**config.mk**
```make
export PLATFORM = sky130hd
export DESIGN_NAME = clause_loader
export DESIGN_NICKNAME = d
export VERILOG_FILES = /design/src/rtl/clause_loader.sv
export SDC_FILE = /design/constraint.sdc
export NUM_CORES = 1
export LEC_CHECK = 0
export ABC_AREA = 0
export ABC_CLOCK_PERIOD_IN_PS = 1600
export CAP_MARGIN = 0
export CORE_MARGIN = 2
export CORE_UTILIZATION = 39
export CTS_CLUSTER_DIAMETER = 50
export DETAILED_ROUTE_END_ITERATION = 10
export GPL_TIMING_DRIVEN = 0
export HOLD_SLACK_MARGIN = 0.02
export PLACE_DENSITY_LB_ADDON = 0.15
export SYNTH_ARGS = -nofsm -noshare
export SYNTH_HDL_FRONTEND = slang
export SYNTH_SLANG_ARGS = --single-unit
export TNS_END_PERCENT = 5
```
**constraint.sdc**
```tcl
create_clock -name in_clk -period 1.6 [get_ports in_clk]
set_clock_uncertainty 0.1 [all_clocks]
set_input_delay 0.16 -clock in_clk [delete_from_list [all_inputs] [get_ports in_clk]]
set_output_delay 0.16 -clock in_clk [all_outputs]
set_load 0.02 [all_outputs]
```
**src/rtl/clause_loader.sv**
```systemverilog
// Clause loader: assembles NUMBER_OF_INTEGER_VARIABLES coefficient beats per clause and broadcasts each clause with index 1..count.
// Optional sticky overflow flag for beats offered after completion is enabled by defining CLAUSE_LOADER_OVERFLOW_EN.
module clause_loader #(
  parameter int BIT_WIDTH_OF_INTEGER_VARIABLE = 2,
  parameter int NUMBER_OF_INTEGER_VARIABLES   = 2,
  parameter int CLAUSE_INDEX_WIDTH            = 2
) (
  input  logic                                                           in_clk,
  input  logic                                                           in_reset,
  input  logic                                                           in_start,
  input  logic [CLAUSE_INDEX_WIDTH-1:0]                                  in_number_of_clauses,
  input  logic [BIT_WIDTH_OF_INTEGER_VARIABLE-1:0]                       in_coefficient,
  input  logic                                                           in_coefficient_valid,
  output logic                                                           out_coefficient_ready,
  output logic [BIT_WIDTH_OF_INTEGER_VARIABLE*NUMBER_OF_INTEGER_VARIABLES-1:0] out_clause_coefficients,
  output logic [CLAUSE_INDEX_WIDTH-1:0]                                  out_clause_index,
  output logic                                                           out_busy,
  output logic                                                           out_done,
  output logic                                                           out_overflow
);

  localparam int BW     = BIT_WIDTH_OF_INTEGER_VARIABLE;
  localparam int N      = NUMBER_OF_INTEGER_VARIABLES;
  localparam int CW     = CLAUSE_INDEX_WIDTH;
  localparam int BEAT_W = (N > 1) ? $clog2(N) : 1;

  localparam logic [1:0] S_IDLE    = 2'd0;
  localparam logic [1:0] S_COLLECT = 2'd1;
  localparam logic [1:0] S_WRITE   = 2'd2;
  localparam logic [1:0] S_DONE    = 2'd3;

  logic [1:0]        state_q,  state_d;
  logic [CW-1:0]     clause_q, clause_d;
  logic [CW-1:0]     count_q,  count_d;
  logic [BEAT_W-1:0] beat_q,   beat_d;
  logic [BW*N-1:0]   coeff_q,  coeff_d;

  always_comb begin
    state_d  = state_q;
    clause_d = clause_q;
    count_d  = count_q;
    beat_d   = beat_q;
    coeff_d  = coeff_q;
    case (state_q)
      S_IDLE, S_DONE: begin
        if (in_start) begin
          if (in_number_of_clauses != '0) begin
            state_d  = S_COLLECT;
            clause_d = CW'(1);
            beat_d   = '0;
            count_d  = in_number_of_clauses;
          end else begin
            state_d  = S_DONE;
          end
        end
      end
      S_COLLECT: begin
        if (in_coefficient_valid) begin
          // Only the addressed slice changes; the rest keeps the previous clause.
          for (int i = 0; i < N; i++) begin
            if (beat_q == BEAT_W'(i)) coeff_d[i*BW +: BW] = in_coefficient;
          end
          if (beat_q == BEAT_W'(N-1)) begin
            state_d = S_WRITE;
          end else begin
            beat_d  = beat_q + BEAT_W'(1);
          end
        end
      end
      S_WRITE: begin
        if (clause_q == count_q) begin
          state_d  = S_DONE;
        end else begin
          state_d  = S_COLLECT;
          clause_d = clause_q + CW'(1);
          beat_d   = '0;
        end
      end
      default: state_d = S_IDLE;
    endcase
  end

  always_ff @(posedge in_clk or posedge in_reset) begin
    if (in_reset) begin
      state_q  <= S_IDLE;
      clause_q <= '0;
      count_q  <= '0;
      beat_q   <= '0;
      coeff_q  <= '0;
    end else begin
      state_q  <= state_d;
      clause_q <= clause_d;
      count_q  <= count_d;
      beat_q   <= beat_d;
      coeff_q  <= coeff_d;
    end
  end

`ifdef CLAUSE_LOADER_OVERFLOW_EN
  logic overflow_q, overflow_d;

  // A new session clears the flag even if a stray beat arrives the same cycle.
  always_comb begin
    overflow_d = overflow_q;
    if ((state_q == S_IDLE || state_q == S_DONE) && in_start) begin
      overflow_d = 1'b0;
    end else if (state_q == S_DONE && in_coefficient_valid) begin
      overflow_d = 1'b1;
    end
  end

  always_ff @(posedge in_clk or posedge in_reset) begin
    if (in_reset) overflow_q <= 1'b0;
    else          overflow_q <= overflow_d;
  end

  assign out_overflow = overflow_q;
`else
  assign out_overflow = 1'b0;
`endif

  assign out_coefficient_ready   = (state_q == S_COLLECT);
  assign out_busy                = (state_q == S_COLLECT) || (state_q == S_WRITE);
  assign out_done                = (state_q == S_DONE);
  assign out_clause_index        = (state_q == S_WRITE) ? clause_q : '0;
  assign out_clause_coefficients = coeff_q;

endmodule

```
==> results of run 1 <==
[logic make-up after synthesis]
| logic type | share of synthesized area, % |
|---|---|
| xor+xnor | 2.979 |
| flops | 46.81 |
| fa+ha+maj | 6.384 |
| other cells | 0.6377 |
| buf+inv | 5.746 |
| compound gates | 13.19 |
| simple gates | 14.68 |
| mux | 9.574 |
[power breakdown]
group          switching, mW  internal (mW)  leakage, nW
Sequential             0.103          0.416        0.128
Clock                 0.0980         0.0966       0.0150
Combinational          0.579          0.593        0.233
[worst max-delay path, stage by stage, from the launching register on]
cell	delay [ps]
dfrtp_2	450
ha_4	320
o211ai_1	110
a32oi_2	220
o21ai_1	100
a22o_1	210
[registers in the layout, summed over array words and instances (netlist names)]
register                 count
out_clause_coefficients      4
clause_q                     2
count_q                      2
state_q                      2
beat_q                       1
[cell usage in the layout (no fill, tap or decap), types with 2 or more instances in the layout]
cell type / netlist / final
dfrtp_1: 11 / 10
a21oi_2: 0 / 2
clkbuf_4: 0 / 3
buf_2: 0 / 2
clkdlybuf4s50_1: 0 / 11
nand3_1: 4 / 4
inv_1: 7 / 4
xnor2_1: 2 / 2
a31oi_1: 3 / 3
buf_4: 1 / 5
mux2_2: 5 / 5
nand2_1: 7 / 7
nor2_1: 5 / 4
inv_2: 0 / 2
[what timing repair did]
| item | 4_1_cts | 5_1_grt |
|---|---|---|
| setup buffers | 0 | 3 |
| pin swaps | 3 | 2 |
| resized for setup | 15 | 11 |
| endpoints found under the setup margin | 7 | 6 |
[final cells by class]
| cell class | count | area (µm²) |
|---|---|---|
| Tap cell | 16 | 20.02 |
| Timing Repair Buffer | 19 | 171.4 |
| Fill cell | 143 | 611.8 |
| Multi-Input combinational cell | 41 | 311.5 |
| Clock buffer | 4 | 26.28 |
| Buffer | 1 | 7.507 |
| Sequential cell | 11 | 276.5 |
| Inverter | 7 | 28.78 |
[path summary, 6_finish.rpt]
check | to | slack [ps] | depth (start not counted)
max in group asynchronous | state_q[1]$_DFFE_PP0P_ | 970 | 2
min | state_q[0]$_DFFE_PP0P_ | 90 | 2
max | clause_q[1]$_DFFE_PP0P_ | -4 | 5
max reg2reg | clause_q[1]$_DFFE_PP0P_ | -4 | 5
min reg2reg | count_q[0]$_DFFE_PP0P_ | 410 | 2
min in group in_clk | count_q[0]$_DFFE_PP0P_ | 410 | 2
[routing by layer]
layer	track usage, %	part of all wire, %
met1	20.21	51
met2	17.58	43
met3	2.553	3.4
met4	11.25	2.4
met5	0	0
==> results.json, run 1 <==
{
  "status": "finished, violations left",
  "violations": "negative setup slack",
  "async_reset_ff_share_pct": 100.0,
  "drive_above_1_share_pct": 33.73,
  "fin_cells": 99,
  "stdcell_area_um2": 842.1,
  "hold_class": "in2async",
  "fin_crit_sh_pct": 100.2,
  "ctsHoldBuffers": 0,
  "cts_tree": "done",
  "critical_path_class": "reg2reg",
  "p_total_mw": 1.886,
  "wire_per_inst_um": 11.65,
  "track_usage_pct": 13.97,
  "yosys_register_bits": 11,
  "cap_viol_max_count": 0,
  "worstSetupEndpointType": "flop",
  "num_rows": 14,
  "gp_congestion": 0.7089,
  "yosys-top-cells-count": "dfrtp_1, inv_1, nand2_1",
  "avgSynthCellArea_um2": 9.801,
  "ir_drop_mv": 0.9527,
  "grt-ovfl-total": 0,
  "placed_area_um2": 783.3,
  "drt_first_pass_iters": 2,
  "first_global_vias": 425,
  "viasPerCell": 4.859,
  "io_pins": 18,
  "core_area_um2": 1454,
  "die_h_um": 42.83,
  "setup_tns_ps": -3.718,
  "clockRootBuffer": "clkbuf_4",
  "crit_fanout": 5,
  "grt_max_degree": 12,
  "crit_required_ps": 1670,
  "drv_slew": 0,
  "dieArea_um2": 1834,
  "dp_worst_setup_slack_ps": -101.8,
  "dp.cells": 92,
  "synth_edf_count": 0,
  "period_needed_ps": 1604,
  "synthToLayoutAreaGrowth_pct": 43.19,
  "nets": 95,
  "io_buffers": 16,
  "vias": 481,
  "grt_pass1_wl_um": 1863,
  "ant_nets": 0,
  "place_hpwl_um": 827.7,
  "netlist_area_um2": 588.1,
  "cts_max_path_buffers": 2,
  "hold_ws_ps": 90.99,
  "numCtsBuffers": 3,
  "yosys.area.top_type": "dfrtp_1",
  "rr_startpoint": "state_q[1]$_DFFE_PP0P_",
  "rsz0062_at_grt": "true",
  "synth_cell_type_count": 21,
  "clkTransAtPathRegs_ps": 80,
  "ys.flop_type": "dfrtp_1",
  "yosysSeqAreaShare_pct": 46.81,
  "power.leakage_nw": 0.3764,
  "fmax_ghz": 0.6236,
  "p_per_area_nw_per_um2": 2240,
  "n_antenna_cell": 0,
  "drtIter0Drc": 5,
  "ctsHtreeMaxLevel": 1,
  "setup_viol": 1,
  "wl_um": 1153,
  "synthMostInstantiatedCell": "dfrtp_1",
  "initial_utilization_pct": 40.45,
  "setup_slack_ps": -3.718,
  "cts_sinks": 11,
  "ys_warn_count": 0,
  "final_hold_viol_count": 0,
  "die_w_um": 42.83,
  "final_util_pct": 57.92,
  "syn-num-nets": 71,
  "crit_arrival_ps": 1670,
  "post-route-drc-count": 0,
  "yosys-top-cells-area": "dfrtp_1, mux2_2, ha_1",
  "cp-startpoint": "state_q[1]$_DFFE_PP0P_",
  "yosysTopAreaCellShare_pct": 46.81,
  "synth_cells": 60,
  "clk_latency_ps": 270,
  "crit_path_start_kind": "flop",
  "antenna_found_initial": 0
}
Note: power is estimated with default switching activity, not from simulation.
==> run 2: changes to the inputs <==
CTS_CLUSTER_SIZE = 12   (was default)
PLACE_DENSITY = 0.71   (was default)
PLACE_DENSITY_LB_ADDON = default   (was 0.15)
==> run 2 against run 1 <==
Net effect: the flow now finishes without violations; global-route usage increased by 0.13 points; wire length decreased by 4.2%; count of clock-buffer cells in the layout unchanged; highest routed layer unchanged; worst setup slack improved by 53 ps; combinational power about the same; largest cell class unchanged; cell count unchanged; via count increased by 4.4%.
==> results.json, run 2 (synthesized netlist as in run 1, its figures left out) <==
{
  "ant_nets": 0,
  "r2r-end": "clause_q[1]$_DFFE_PP0P_",
  "setup_viol": 0,
  "die_h_um": 42.83,
  "swShare_pct": 41.30,
  "setup_tns_ps": 0,
  "clk_latency_ps": 280,
  "combPwrFrac_pct": 61.6,
  "clkTransAtPathRegs_ps": 70,
  "clkPwrFrac_pct": 10.5,
  "worstSetupEndpointType": "flop",
  "fillers": 131,
  "clockRootBuffer": "clkbuf_4",
  "drt_first_pass_iters": 4,
  "wire_per_inst_um": 11.16,
  "largest_reg_flops": 4,
  "crit_fanout": 5,
  "ctsHoldBuffers": 0,
  "core_area_um2": 1454,
  "first_global_vias": 489,
  "final_util_pct": 57.32,
  "crit_path_start_kind": "flop",
  "period_needed_ps": 1551,
  "p_per_area_nw_per_um2": 2234,
  "rsz0062_at_grt": "true",
  "drive_above_1_share_pct": 30.12,
  "cap_viol_max_count": 0,
  "vias": 502,
  "status": "completed",
  "n_antenna_cell": 0,
  "power.leakage_nw": 0.3781,
  "seq_power_share_pct": 27.9,
  "grt-ovfl-total": 0,
  "mostFrequentLayoutCell": "clkdlybuf4s50_1",
  "hold_class": "in2async",
  "drtIter0Drc": 5,
  "grt_pass1_wl_um": 1876,
  "io_buffers": 16,
  "antenna_found_initial": 0,
  "grt_max_degree": 12,
  "cp-startpoint": "state_q[0]$_DFFE_PP0P_",
  "place_hpwl_um": 846.6,
  "r2r_slack_ps": 50,
  "wl_um": 1105,
  "crit_required_ps": 1670,
  "nets": 95,
  "stdcell_area_um2": 833.3,
  "cts_tree": "done",
  "ctsHtreeMaxLevel": 1,
  "placed_area_um2": 783.3,
  "r2r.worst_path.cells": 6,
  "initial_utilization_pct": 40.45,
  "fmax_ghz": 0.6447,
  "dieArea_um2": 1834,
  "num_rows": 14,
  "critical_path_class": "reg2reg",
  "hold_ws_ps": 68.42,
  "rr_startpoint": "state_q[0]$_DFFE_PP0P_",
  "p_int_mw": 1.093,
  "post-route-drc-count": 0,
  "drv_slew": 0,
  "fin_crit_sh_pct": 96.94,
  "multi_input_area_um2": 305.3,
  "p_switching_uw": 769.1,
  "track_usage_pct": 14.10,
  "seq_area_um2": 276.5,
  "cts_sinks": 11,
  "synthToLayoutAreaGrowth_pct": 41.70,
  "final_hold_viol_count": 0,
  "cts_max_path_buffers": 2,
  "viasPerCell": 5.071,
  "io_pins": 18,
  "numCtsBuffers": 3,
  "crit_arrival_ps": 1620,
  "die_w_um": 42.83,
  "layout_common_cells": "clkdlybuf4s50_1, dfrtp_1, nand2_1",
  "gp_congestion": 0.7788,
  "ir_drop_mv": 1.042
}
-- run 2: timing repair --
item | 4_1_cts | 5_1_grt
buffers inserted | 0 | 3
setup endpoints to repair | 7 | 5
resized for setup | 14 | 8
pin swaps | 2 | 2
-- run 2: worst max-delay path, cell delays in order, from the launching register on --
cell and delay (ps):
dfrtp_1 390, inv_2 70, ha_4 300, o211ai_1 120
a32oi_2 180, o21ai_1 90, a22o_1 200
-- run 2: worst max path at each step --
stage	end	slack, ps
2_1_floorplan	clause_q[1]$_DFFE_PP0P_	-3
3_3_place_gp	out_clause_index[0]	-70
3_5_place_dp	clause_q[1]$_DFFE_PP0P_	-100
4_1_cts	clause_q[1]$_DFFE_PP0P_	-60
5_1_grt	clause_q[1]$_DFFE_PP0P_	-30
6_report	clause_q[1]$_DFFE_PP0P_	50
-- run 2: metal layers --
metal / share of wire (%) / vias to the layer above / GRT usage (%)
met4: 4.2 / 0 / 13.75
li1: - / 247 / -
met3: 3.6 / 5 / 1.277
met5: 0 / - / 0
met2: 47 / 14 / 22.42
met1: 45 / 236 / 16.09
-- run 2: final cells by class --
class / instances / share of cell area, %
plain buffers: 1 / 0.9009
clock buffers: 4 / 3.153
inverters: 7 / 3.453
multi-input cells: 41 / 36.64
flip-flops and latches: 11 / 33.18
well taps: 16 / 2.402
repair buffers: 19 / 20.27
-- run 2: power groups by stage --
| stage | registers [mW] | logic, mW | clock network (mW) |
|---|---|---|---|
| 2_1_floorplan | 0.567 | 0.680 | 0 |
| 3_3_place_gp | 0.513 | 1.06 | 0 |
| 3_5_place_dp | 0.520 | 1.08 | 0 |
| 4_1_cts | 0.516 | 1.06 | 0.194 |
| 5_1_grt | 0.541 | 1.24 | 0.209 |
| 6_report | 0.519 | 1.15 | 0.196 |
-- run 2: metrics by stage --
stage	cells	worst slack (ps)	total power, mW
6_report	99	48.89	1.862
5_1_grt	99	-26.68	1.993
4_1_cts	96	-61.29	1.770
3_5_place_dp	92	-97.43	1.596
3_3_place_gp	92	-72.56	1.570
2_1_floorplan	60	-3.239	1.246
